### config.mk
export PLATFORM = sky130hd
export DESIGN_NAME = instruction_fetch
export DESIGN_NICKNAME = d
export VERILOG_FILES = /design/src/rtl/fetch_pkg.sv /design/src/rtl/pc_register.sv /design/src/rtl/instruction_fetch.sv
export SDC_FILE = /design/constraint.sdc
export NUM_CORES = 1
export LEC_CHECK = 0
export BUFFER_PORTS_ARGS = -buffer_cell sky130_fd_sc_hd__buf_2
export CAP_MARGIN = 10
export CORE_UTILIZATION = 35
export DETAILED_ROUTE_END_ITERATION = 7
export PLACE_DENSITY = 0.61
export SLEW_MARGIN = 30
export SYNTH_ARGS = -nofsm -noshare
export SYNTH_HDL_FRONTEND = slang
export SYNTH_SLANG_ARGS = --single-unit
### constraint.sdc
create_clock -name clock -period 2.75 [get_ports clock]
set_input_delay 0.55 -clock clock [delete_from_list [all_inputs] [get_ports clock]]
set_output_delay 0.55 -clock clock [all_outputs]
set_load 0.01 [all_outputs]
### src/rtl/fetch_pkg.sv
// Shared types and constants for the Armv4 instruction fetch stage.
package fetch_pkg;

  typedef enum logic {FETCH, HOLD} fetch_state_t;

  localparam int unsigned INSTRUCTION_BYTES = 4;
  localparam int unsigned PC_READ_OFFSET    = 8;

endpackage

### src/rtl/pc_register.sv
// Program counter flop with synchronous reset, enable and next-PC select
// (sequential PC+4 or a word-aligned branch target).
module pc_register
  import fetch_pkg::*;
#(
  parameter int unsigned      WIDTH        = 32,
  parameter logic [WIDTH-1:0] RESET_VECTOR = '0
) (
  input  logic             clock,
  input  logic             reset,
  input  logic             enable,
  input  logic             pc_source,
  input  logic [WIDTH-1:0] branch_target,
  output logic [WIDTH-1:0] pc
);

  logic [WIDTH-1:0] aligned_target;
  logic [WIDTH-1:0] next_pc;

  // Low address bits of a branch target are dropped so fetches stay word aligned.
  assign aligned_target = branch_target & ~WIDTH'(INSTRUCTION_BYTES - 1);
  assign next_pc        = pc_source ? aligned_target : pc + WIDTH'(INSTRUCTION_BYTES);

  always_ff @(posedge clock) begin
    if (reset) begin
      pc <= RESET_VECTOR;
    end else if (enable) begin
      pc <= next_pc;
    end
  end

endmodule

### src/rtl/instruction_fetch.sv
// Fetch stage: requests one word per instruction, holds it until the
// execute side accepts it, then steps the PC and the retired counter.
module instruction_fetch
  import fetch_pkg::*;
#(
  parameter int unsigned      WIDTH        = 32,
  parameter logic [WIDTH-1:0] RESET_VECTOR = '0
) (
  input  logic             clock,
  input  logic             reset,
  output logic             imem_request,
  output logic [WIDTH-1:0] imem_address,
  input  logic             imem_grant,
  input  logic [WIDTH-1:0] imem_read_data,
  output logic [WIDTH-1:0] instruction,
  output logic             instruction_valid,
  input  logic             instruction_accept,
  input  logic             pc_source,
  input  logic [WIDTH-1:0] branch_target,
  output logic [WIDTH-1:0] pc,
  output logic [WIDTH-1:0] pc_plus_8,
  output logic [31:0]      retired_count
);

  fetch_state_t state;
  logic         accept;

  // Request is gated by reset so memory never sees a request during reset.
  assign imem_request = (state == FETCH) && !reset;
  assign imem_address = pc;
  assign pc_plus_8    = pc + WIDTH'(PC_READ_OFFSET);
  assign accept       = (state == HOLD) && instruction_accept;

  pc_register #(
    .WIDTH        (WIDTH),
    .RESET_VECTOR (RESET_VECTOR)
  ) u_pc_register (
    .clock         (clock),
    .reset         (reset),
    .enable        (accept),
    .pc_source     (pc_source),
    .branch_target (branch_target),
    .pc            (pc)
  );

  always_ff @(posedge clock) begin
    if (reset) begin
      state             <= FETCH;
      instruction       <= '0;
      instruction_valid <= 1'b0;
      retired_count     <= '0;
    end else begin
      case (state)
        FETCH: begin
          if (imem_request && imem_grant) begin
            instruction       <= imem_read_data;
            instruction_valid <= 1'b1;
            state             <= HOLD;
          end
        end
        HOLD: begin
          if (accept) begin
            retired_count     <= retired_count + 32'd1;
            instruction_valid <= 1'b0;
            state             <= FETCH;
          end
        end
        default: state <= FETCH;
      endcase
    end
  end

endmodule
==> results.toml <==
[outcome]
status = "complete, no violations"

[clock_network]
cts.sinks = 96
htreeDepth = 3
cts_buffers = 9
root_buffer = "clkbuf_16"
cts_tree = "built"
clk_latency_ns = 0.35
clockBufferDepth = 2
clk_pin_slew_ns = 0.07
holdBufCountCts = 0

[placement]
gp_congestion = 0.874
hpwl_um = 11700
place_ws_ns = 0.308
port_buffers = 222
place_area_um2 = 6520

[sta]
drv_slew = 0
rsz0062_at_grt = "yes"
finalWorstSetupSlack_ns = 0.119
clock_skew_ns = 0.00706
tightest_slew_ns = 0.710
slew_headroom_pct = 52.7
final-hold-violation-count = 0
fin_crit_ns = 2.63
setup_violations = 0
max_freq_mhz = 380
finalCritPeriodShare_pct = 95.7

[grt]
grt_pass1_wl_um = 25300
grt_pass1_vias = 4813
grt_antenna_before_repair = 2
grt.overflow.total = 0
grt_usage_pct = 20.0
grt_start_max_net_pins = 66

[layout]
final_cell_mix = "buf_2 (222), nand2_1 (118), dfxtp_1 (93)"
area_growth_syn_to_layout_pct = 28.2
fin_area_um2 = 6880
layout-drive-gt1-share_pct = 34.8
fill_cells = 1529
final_common_cell = "buf_2"
diodes = 0
nets = 955
layout.area.seq_um2 = 1930
multi_input_area_um2 = 2940

[pwr]
totalPowerFinal_mw = 3.17
power.density_nw_per_um2 = 462
leakagePower_nw = 3.14
vdd.ir_drop.worst_mv = 0.276

[setup_path]
crit_type = "reg2out"
cp_cell_sequence = "nand4_2 > or3_4 > nor3_4 > nand4_1 > xnor2_1 > buf_2"
slowest_stage = "or3_4"
required_ns = 2.20
crit_path_max_fanout = 6
crit_arrival_ns = 2.08
path_delay_family = "simple AND/OR/NAND/NOR gates"
startpoint_type = "flop"
crit_path_max_incr_delay_ns = 0.42
critPathCaptureType = "primary output"
path_buf_inv = 1

[logic_synthesis]
synthFlopType = "dfxtp_1"
yosysSeqAreaShare_pct = 35.8
ys_ff_latch = 96
synth_edf_count = 0
synthDistinctLibCells = 56
synth_cells = 690
synthArstFlopShare_pct = 0
syn_area_um2 = 5360
syn_avg_cell_area_um2 = 7.77
yosys_warnings = 0

[detailed_routing]
viasPerCell = 5.10
vias = 5468
wl_per_cell_um = 15.0
ant_nets = 0
drt_wl_total_um = 16100
first_iter_violations = 270
drc = 0
dr.pass1.iters = 4

[die]
dieArea_um2 = 15800
die_y_um = 126
num_rows = 44
start_util_pct = 36.3
io_pins = 231
core_region_area_um2 = 14800
die_w_um = 126

[worst_hold_path]
hold_class = "in2reg"

[job]
drv_cap = 0
worst register-to-register path, stage by stage (launching register included):
cell and delay (ns):
dfxtp_1 0.34, ha_2 0.28, nand4_2 0.23, nor4_1 0.61, or4b_1 0.49, o21ai_0 0.11
a221oi_2 0.09
path summary, 6_finish.rpt:
path	slack (ns)	startpoint	endpoint	cells past startpoint
max	0.12	u_pc_register.pc[14]	pc_plus_8[31]	6
min	0.40	imem_read_data[29]	instruction[29]	3
max reg2reg	0.45	u_pc_register.pc[3]	u_pc_register.pc[23]	6
min reg2reg	0.46	instruction[25]	instruction[25]	2
state kept, by name (all words and copies together), names as in the netlist:
name	count
instruction	32
instruction_valid	1
retired_count	32
state	1
u_pc_register.pc	30
what timing repair did:
item,in CTS,in global routing
setup endpoints to repair,5,9
resized for setup,2,9
setup buffers,0,2
pin swaps,1,1
cell usage after synthesis (all sizes together) (3+ instances only):
cell	count	area, um2
nand3	36	180
o31ai	4	30.0
a21oi	20	100
a22oi	5	37.5
o41ai	3	33.8
xor2	33	289
buf	64	435
and3	8	50.1
a31oi	8	50.1
inv	5	18.8
o22ai	3	18.8
dfxtp	96	1920
mux2i	4	40.0
a211oi	7	52.6
nand4	31	206
and4	4	35.0
nor2	69	259
o21ai	52	264
or3	4	30.0
nor4	14	124
nand2	118	443
clkbuf	24	90.1
ha	3	37.5
and2	4	25.0
nor3	19	139
xnor2	23	201
routing by layer:
layer	global-route usage, %	up-vias	routed length (um)
met3	4.80	17	1110
met5	0	-	22
li1	-	2745	-
met2	32.0	219	7390
met1	26.7	2483	7290
met4	5.95	4	250
power breakdown:
group	total, mW	internal (mW)	switching (mW)
clock	1.30	0.721	0.583
combinational	0.389	0.162	0.226
sequential	1.48	1.44	0.0387
total	3.17	2.33	0.848
layout make-up:
class / instances / share of cell area (%)
Timing Repair Buffer: 265 / 21.1
Clock inverter: 6 / 1.09
Clock buffer: 10 / 3.33
Sequential cell: 96 / 28.0
Multi-Input combinational cell: 504 / 42.7
Inverter: 7 / 0.382
Tap cell: 184 / 3.35
kinds of logic after synthesis:
kind of cell    count (synthesis)  synth area share (%)
mux                             4                 0.747
fa+ha+maj                       3                 0.700
xor+xnor                       56                  9.15
flops                          96                  35.8
simple gates                  315                  29.1
compound gates                120                  14.1
buf+inv                        95                  10.3
other cells                     1                0.0699
through the flow:
| stage | hold slack [ns] | util, % | instances | setup TNS, ns |
|---|---|---|---|---|
| 4_1_cts | 0.385 | 46.3 | 1070 | 0 |
| 2_1_floorplan | 0.480 | - | 695 | 0 |
| 6_report | 0.397 | 46.6 | 1072 | 0 |
| 5_1_grt | 0.382 | 46.6 | 1072 | -0.0232 |
| 3_5_place_dp | 0.448 | 44.2 | 1054 | 0 |
| 3_3_place_gp | 0.442 | 44.2 | 1054 | 0 |
(Power assumes the default switching activity.)
